**config.mk**
```make
export PLATFORM = sky130hd
export DESIGN_NAME = tlb_csr_controller
export DESIGN_NICKNAME = d
export VERILOG_FILES = /design/src/rtl/tlb_csr_controller.sv
export SDC_FILE = /design/constraint.sdc
export NUM_CORES = 1
export LEC_CHECK = 0
export CORE_AREA = 2 2 222 224
export CTS_CLUSTER_SIZE = 10
export DETAILED_ROUTE_END_ITERATION = 16
export DIE_AREA = 0 0 224 226
export PLACE_DENSITY = 0.43
export SLEW_MARGIN = 30
export SYNTH_ARGS = -nofsm -noshare
export SYNTH_HDL_FRONTEND = slang
export SYNTH_SLANG_ARGS = --single-unit
```
**constraint.sdc**
```tcl
create_clock -name clk -period 2.9 [get_ports clk]
set_input_delay 0.435 -clock clk [delete_from_list [all_inputs] [get_ports clk]]
set_output_delay 0.435 -clock clk [all_outputs]
set_load 0.05 [all_outputs]
```
**src/rtl/tlb_csr_controller.sv**
```systemverilog
// rtl/tlb_csr_controller.sv - TLB maintenance CSR owner and MMU request sequencer
module tlb_csr_controller #(
  parameter int TLB_n     = 3,
  parameter int TLB_PALEN = 32
) (
  input  logic        clk,
  input  logic        rstn,
  input  logic        req_valid,
  input  logic [4:0]  req_subtype,
  input  logic [4:0]  req_op,
  input  logic [31:0] req_rj,
  input  logic [31:0] req_rk,
  output logic        req_ready,
  output logic        req_done,
  input  logic        csr_we,
  input  logic [13:0] csr_waddr,
  input  logic [13:0] csr_raddr,
  input  logic [31:0] csr_wdata,
  output logic [31:0] csr_rdata,
  input  logic        excp_tlbr,
  input  logic [31:0] excp_badv,
  output logic [3:0]  mmu_type,
  output logic [4:0]  mmu_subtype,
  output logic [15:0] mmu_excp_arg,
  output logic [31:0] mmu_rj,
  output logic [31:0] mmu_rk,
  output logic [31:0] mmu_TLBIDX,
  output logic [31:0] mmu_TLBEHI,
  output logic [31:0] mmu_TLBELO0,
  output logic [31:0] mmu_TLBELO1,
  output logic [9:0]  mmu_ASID,
  input  logic [31:0] mmu_rd_TLBIDX,
  input  logic [31:0] mmu_rd_TLBEHI,
  input  logic [31:0] mmu_rd_TLBELO0,
  input  logic [31:0] mmu_rd_TLBELO1,
  input  logic [9:0]  mmu_rd_ASID
);

  localparam logic [4:0]  SUB_SRCH = 5'd1;
  localparam logic [4:0]  SUB_RD   = 5'd2;
  localparam logic [4:0]  SUB_FILL = 5'd4;
  localparam logic [3:0]  TLB_TYPE = 4'd11;

  localparam logic [13:0] A_TLBIDX  = 14'h10;
  localparam logic [13:0] A_TLBEHI  = 14'h11;
  localparam logic [13:0] A_TLBELO0 = 14'h12;
  localparam logic [13:0] A_TLBELO1 = 14'h13;
  localparam logic [13:0] A_ASID    = 14'h18;

  // Bits that software and the MMU may set; everything else reads as zero.
  localparam logic [31:0] IDX_MASK = 32'hBF00_0000 | ((32'd1 << TLB_n) - 32'd1);
  localparam logic [31:0] EHI_MASK = 32'hFFFF_E000;
  localparam logic [31:0] ELO_MASK = (((32'd1 << (TLB_PALEN - 4)) - 32'd1) & 32'hFFFF_FF00)
                                     | 32'h0000_007F;
  localparam logic [TLB_n-1:0] FILL_ONE = 1;

  typedef enum logic [1:0] {S_IDLE, S_ISSUE, S_CAPT, S_DONE} state_t;

  state_t            state_q, state_d;
  logic [4:0]        sub_q, op_q;
  logic [31:0]       rj_q, rk_q;
  logic [TLB_n-1:0]  fill_ptr_q;
  logic [31:0]       tlbidx_q, tlbehi_q, tlbelo0_q, tlbelo1_q;
  logic [9:0]        asid_q;

  logic accept, capt_srch, capt_rd, issue_fill;

  assign accept     = (state_q == S_IDLE) && req_valid;
  assign capt_srch  = (state_q == S_CAPT) && (sub_q == SUB_SRCH);
  assign capt_rd    = (state_q == S_CAPT) && (sub_q == SUB_RD);
  assign issue_fill = (state_q == S_ISSUE) && (sub_q == SUB_FILL);

  // State register; reset aborts any operation in flight without a done pulse.
  always_ff @(posedge clk) begin
    if (!rstn) state_q <= S_IDLE;
    else       state_q <= state_d;
  end

  // Next state and handshake/MMU command outputs.
  always_comb begin
    state_d     = state_q;
    req_ready   = 1'b0;
    req_done    = 1'b0;
    mmu_type    = 4'd0;
    mmu_subtype = 5'd0;
    case (state_q)
      S_IDLE: begin
        req_ready = 1'b1;
        if (req_valid) state_d = S_ISSUE;
      end
      S_ISSUE: begin
        mmu_type    = TLB_TYPE;
        mmu_subtype = sub_q;
        state_d     = ((sub_q == SUB_SRCH) || (sub_q == SUB_RD)) ? S_CAPT : S_DONE;
      end
      S_CAPT:  state_d = S_DONE;
      S_DONE: begin
        req_done = 1'b1;
        state_d  = S_IDLE;
      end
      default: state_d = S_IDLE;
    endcase
  end

  // Request latch, held for the whole operation so the MMU sees stable operands.
  always_ff @(posedge clk) begin
    if (!rstn) begin
      sub_q <= '0;
      op_q  <= '0;
      rj_q  <= '0;
      rk_q  <= '0;
    end else if (accept) begin
      sub_q <= req_subtype;
      op_q  <= req_op;
      rj_q  <= req_rj;
      rk_q  <= req_rk;
    end
  end

  // Round-robin fill slot, advanced once per FILL as it leaves ISSUE.
  always_ff @(posedge clk) begin
    if (!rstn)           fill_ptr_q <= '0;
    else if (issue_fill) fill_ptr_q <= fill_ptr_q + FILL_ONE;
  end

  // CSR updates: MMU capture beats refill exception beats software write, per register.
  always_ff @(posedge clk) begin
    if (!rstn) begin
      tlbidx_q  <= '0;
      tlbehi_q  <= '0;
      tlbelo0_q <= '0;
      tlbelo1_q <= '0;
      asid_q    <= '0;
    end else begin
      if (capt_srch || capt_rd)
        tlbidx_q <= mmu_rd_TLBIDX & IDX_MASK;
      else if (csr_we && (csr_waddr == A_TLBIDX))
        tlbidx_q <= csr_wdata & IDX_MASK;

      if (capt_rd)
        tlbehi_q <= mmu_rd_TLBEHI & EHI_MASK;
      else if (excp_tlbr)
        tlbehi_q <= excp_badv & EHI_MASK;
      else if (csr_we && (csr_waddr == A_TLBEHI))
        tlbehi_q <= csr_wdata & EHI_MASK;

      if (capt_rd)
        tlbelo0_q <= mmu_rd_TLBELO0 & ELO_MASK;
      else if (csr_we && (csr_waddr == A_TLBELO0))
        tlbelo0_q <= csr_wdata & ELO_MASK;

      if (capt_rd)
        tlbelo1_q <= mmu_rd_TLBELO1 & ELO_MASK;
      else if (csr_we && (csr_waddr == A_TLBELO1))
        tlbelo1_q <= csr_wdata & ELO_MASK;

      if (capt_rd)
        asid_q <= mmu_rd_ASID;
      else if (csr_we && (csr_waddr == A_ASID))
        asid_q <= csr_wdata[9:0];
    end
  end

  // Combinational CSR read port; unmapped addresses return zero.
  always_comb begin
    csr_rdata = 32'd0;
    case (csr_raddr)
      A_TLBIDX:  csr_rdata = tlbidx_q;
      A_TLBEHI:  csr_rdata = tlbehi_q;
      A_TLBELO0: csr_rdata = tlbelo0_q;
      A_TLBELO1: csr_rdata = tlbelo1_q;
      A_ASID:    csr_rdata = {22'd0, asid_q};
      default:   csr_rdata = 32'd0;
    endcase
  end

  // FILL targets the rotating slot instead of the software index, only while issuing.
  always_comb begin
    mmu_TLBIDX = tlbidx_q;
    if (issue_fill) mmu_TLBIDX[TLB_n-1:0] = fill_ptr_q;
  end

  assign mmu_excp_arg = {11'd0, op_q};
  assign mmu_rj       = rj_q;
  assign mmu_rk       = rk_q;
  assign mmu_TLBEHI   = tlbehi_q;
  assign mmu_TLBELO0  = tlbelo0_q;
  assign mmu_TLBELO1  = tlbelo1_q;
  assign mmu_ASID     = asid_q;

endmodule

```
==> flow_results.xml <==
<?xml version="1.0" encoding="UTF-8"?>
<metrics>
  <group name="floorplan">
    <metric name="die-height" unit="um">226</metric>
    <metric name="die_w" unit="um">224</metric>
    <metric name="fp-row-count" unit="">81</metric>
    <metric name="full_die_area" unit="um^2">50600</metric>
    <metric name="start_util" unit="%">17.9</metric>
    <metric name="io_pins" unit="">570</metric>
    <metric name="core_area" unit="um^2">48300</metric>
  </group>
  <group name="clocking">
    <metric name="tritoncts.num_buffers" unit="">17</metric>
    <metric name="clk_pin_slew_worst_paths" unit="ns">0.06</metric>
    <metric name="cts_tree" unit="">yes</metric>
    <metric name="clockRootBuffer" unit="">clkbuf_16</metric>
    <metric name="clkSinkCount" unit="">172</metric>
    <metric name="clock_insertion_delay_worst_skew" unit="ns">0.48</metric>
    <metric name="ctsHtreeMaxLevel" unit="">4</metric>
    <metric name="max-clock-path-buffers" unit="">2</metric>
  </group>
  <group name="power_and_ir_drop">
    <metric name="worst_ir_drop_vdd" unit="V">0.000593</metric>
    <metric name="leakagePower" unit="uW">0.00518</metric>
    <metric name="powerDensity" unit="nW/um^2">576</metric>
  </group>
  <group name="placement">
    <metric name="place_congestion" unit="">0.744</metric>
    <metric name="io_buffer_count" unit="">454</metric>
    <metric name="detailed_place_hpwl" unit="um">31300</metric>
    <metric name="post_dp_cell_area" unit="um^2">14100</metric>
  </group>
  <group name="global_routing">
    <metric name="first_global_vias" unit="">8524</metric>
    <metric name="global_route.usage.total" unit="%">16.1</metric>
    <metric name="grt_overflow" unit="">0</metric>
    <metric name="maximum_number_of_pins_on_one_net_before_global_route_repair" unit="">75</metric>
    <metric name="global_route_wire_length_before_repair" unit="um">58600</metric>
    <metric name="grt_antenna_before_repair" unit="">5</metric>
  </group>
  <group name="worst_hold_path">
    <metric name="worst_hold_path.endpoint" unit="">sub_q[2]</metric>
    <metric name="startpoint_of_the_tightest_hold_check_path" unit="">rstn</metric>
    <metric name="worst_hold_path_type" unit="">input port to flop</metric>
    <metric name="timing.hold.worst_path_depth" unit="">2</metric>
  </group>
  <group name="synth">
    <metric name="synthTopCellsByArea" unit="">dfxtp_1, mux2i_1, o2bb2ai_1, nand2_1, a21boi_0</metric>
    <metric name="ffs_w_async_s_r_synth" unit="%">0</metric>
    <metric name="synth_top_area_cell" unit="">dfxtp_1</metric>
    <metric name="synth_area" unit="um^2">8650</metric>
    <metric name="synth_ff_type" unit="">dfxtp_1</metric>
    <metric name="yosys.cell_types.count" unit="">48</metric>
    <metric name="synthesis.yosys.warnings" unit="">0</metric>
    <metric name="netlist.area_leader.share" unit="%">39.8</metric>
    <metric name="synth.ff_latch_count" unit="">172</metric>
    <metric name="synth_cells" unit="">930</metric>
    <metric name="synth_enable_flop_cells" unit="">0</metric>
    <metric name="synth.yosys.seq_area_share" unit="%">39.8</metric>
    <metric name="synth.avg_cell_area" unit="um^2">9.31</metric>
  </group>
  <group name="timing">
    <metric name="setup_total_negative_slack" unit="ns">0</metric>
    <metric name="slew-limit-headroom" unit="%">42.3</metric>
    <metric name="maximum_clock_frequency" unit="GHz">0.358</metric>
    <metric name="finalHoldViolations" unit="">0</metric>
    <metric name="final_period_minus_worst_setup_slack" unit="ns">2.80</metric>
    <metric name="setup_viol" unit="">0</metric>
    <metric name="final.setup_skew" unit="ns">0.00903</metric>
    <metric name="drv_slew" unit="">0</metric>
    <metric name="worst-slew-pin-transition" unit="ns">0.866</metric>
    <metric name="final.period_utilization" unit="%">96.4</metric>
  </group>
  <group name="setup_path">
    <metric name="critPathLaunchType" unit="">input port</metric>
    <metric name="worst-endpoint-arrival" unit="ns">2.36</metric>
    <metric name="reg2reg_from" unit="">state_q[0]</metric>
    <metric name="r2r_end" unit="">mmu_TLBELO1[1]</metric>
    <metric name="r2r_cells" unit="">7</metric>
    <metric name="rrSetupSlack" unit="ns">0.45</metric>
    <metric name="critPathCaptureType" unit="">output port</metric>
    <metric name="setup.worst_path.class" unit="">input port to output port</metric>
    <metric name="required" unit="ns">2.47</metric>
    <metric name="critPathMaxFanout" unit="">7</metric>
  </group>
  <group name="outcome">
    <metric name="run_status" unit="">completed</metric>
  </group>
  <group name="cells_and_area">
    <metric name="area_growth" unit="%">70.3</metric>
    <metric name="stdcell_area" unit="um^2">14700</metric>
    <metric name="layout.cells.most_common" unit="">clkdlybuf4s50_1</metric>
    <metric name="most-common-layout-cells" unit="">clkdlybuf4s50_1, dfxtp_1, nand2_1, mux2i_1, o2bb2ai_1</metric>
    <metric name="post_route_cells_drive_above_1_share" unit="%">10.4</metric>
    <metric name="filler_cell_count" unit="">5097</metric>
    <metric name="fin_nets" unit="">1678</metric>
  </group>
  <group name="routing">
    <metric name="dr.pass1.iters" unit="">4</metric>
    <metric name="detail_route.vias_per_cell" unit="">4.21</metric>
    <metric name="wire_per_inst" unit="um">20.7</metric>
    <metric name="drc" unit="">0</metric>
    <metric name="routed_wire_length" unit="um">41400</metric>
    <metric name="final_antenna_net_count" unit="">0</metric>
    <metric name="drt_first_iter_violations" unit="">293</metric>
    <metric name="detailroute.via_count" unit="">8404</metric>
  </group>
  <group name="flow_run">
    <metric name="maxCapViolations" unit="">0</metric>
  </group>
</metrics>
## per-stage QoR
| stage | util [%] | hold slack [ns] | total power, uW | worst slack (ns) | instances |
|---|---|---|---|---|---|
| floorplan | - | 0.462 | 4940 | 0.0131 | 986 |
| global placement | 29.2 | 0.449 | 6280 | -0.217 | 1967 |
| detailed placement | 29.2 | 0.455 | 6290 | -0.183 | 1967 |
| CTS | 30.4 | 0.379 | 8690 | 0.0125 | 1996 |
| global route | 30.5 | 0.411 | 8960 | -0.000160 | 1997 |
| finish | 30.5 | 0.410 | 8490 | 0.104 | 1998 |
## worst max-delay path, cell delays in order
cell	delay, ns
clkdlybuf4s50_1	0.46
nor4b_4	0.32
buf_4	0.17
nand4_1	0.16
nor2_1	0.20
buf_4	0.22
o2bb2ai_1	0.20
buf_12	0.18
## registers in the layout, indices dropped and copies added (netlist names)
signal,flops
mmu_rj,32
mmu_rk,32
mmu_TLBELO0,27
mmu_TLBELO1,27
mmu_TLBEHI,19
mmu_ASID,10
tlbidx_q,10
op_q,5
sub_q,5
fill_ptr_q,3
state_q,2
## how the worst max path moves through the flow
stage	from	endpoint	slack, ns	cells past startpoint
after global routing	csr_raddr[5]	csr_rdata[22]	-0.0002	8
after CTS	csr_raddr[4]	csr_rdata[8]	0.01	8
after floorplan	csr_raddr[5]	csr_rdata[0]	0.01	3
after global placement	csr_raddr[4]	csr_rdata[26]	-0.22	7
after detailed placement	csr_raddr[4]	csr_rdata[26]	-0.18	7
final	csr_raddr[5]	csr_rdata[22]	0.10	8
## per-layer routing
| layer | share of wire [%] | routed length, um | track usage (%) | vias up |
|---|---|---|---|---|
| met4 | 1.3 | 549 | 4.82 | 8 |
| met2 | 46 | 19000 | 26.2 | 324 |
| met1 | 43 | 17800 | 19.0 | 3980 |
| met5 | 0.14 | 57 | 0 | - |
| met3 | 9.6 | 3970 | 7.46 | 31 |
| li1 | - | - | - | 4061 |
## synth_stat cells (4+ instances only)
library cell  number
a21boi_0          74
a21oi_1           13
a22oi_1            9
and2_1            10
buf_2             15
buf_4             69
buf_8              4
clkbuf_1          44
dfxtp_1          172
ha_1               5
inv_1              5
mux2i_1          129
nand2_1          174
nand2b_1           4
nor2_1             8
nor2b_1            7
nor3_1             6
nor4_1             4
o211ai_1          19
o21ai_0           28
o2bb2ai_1         82
## cell families after synthesis
group / after synthesis / share of synthesized area [%]
compound gates: 238 / 20.6
simple gates: 234 / 12.3
flops: 172 / 39.8
buf+inv: 142 / 10.1
mux: 135 / 16.1
fa+ha+maj: 5 / 0.723
xor+xnor: 3 / 0.304
other cells: 1 / 0.0433
## area by class of cell
class / count / area [um^2] / area share [%]
Inverter: 5 / 18.8 / 0.127
Multi-Input combinational cell: 672 / 4660 / 31.6
Clock buffer: 20 / 457 / 3.10
Tap cell: 622 / 778 / 5.28
Clock inverter: 9 / 92.6 / 0.628
Timing Repair Buffer: 496 / 5280 / 35.8
Antenna cell: 2 / 5.00 / 0.0340
Sequential cell: 172 / 3440 / 23.4
## repair_timing
item | 4_1_cts | 5_1_grt
pin swaps | 0 | 1
setup buffers | 0 | 0
cloned | 0 | 0
hold buffers | 0 | 0
resized for setup | 5 | 6
endpoints found under the setup margin | 22 | 18
## power by group
part | leakage [uW] | internal (uW) | switching [uW]
sequential | 0.00140 | 2640 | 188
combinational | 0.00352 | 1170 | 2200
clock | 0.000260 | 1210 | 1080
total | 0.00518 | 5020 | 3470
(Power assumes the default switching activity.)
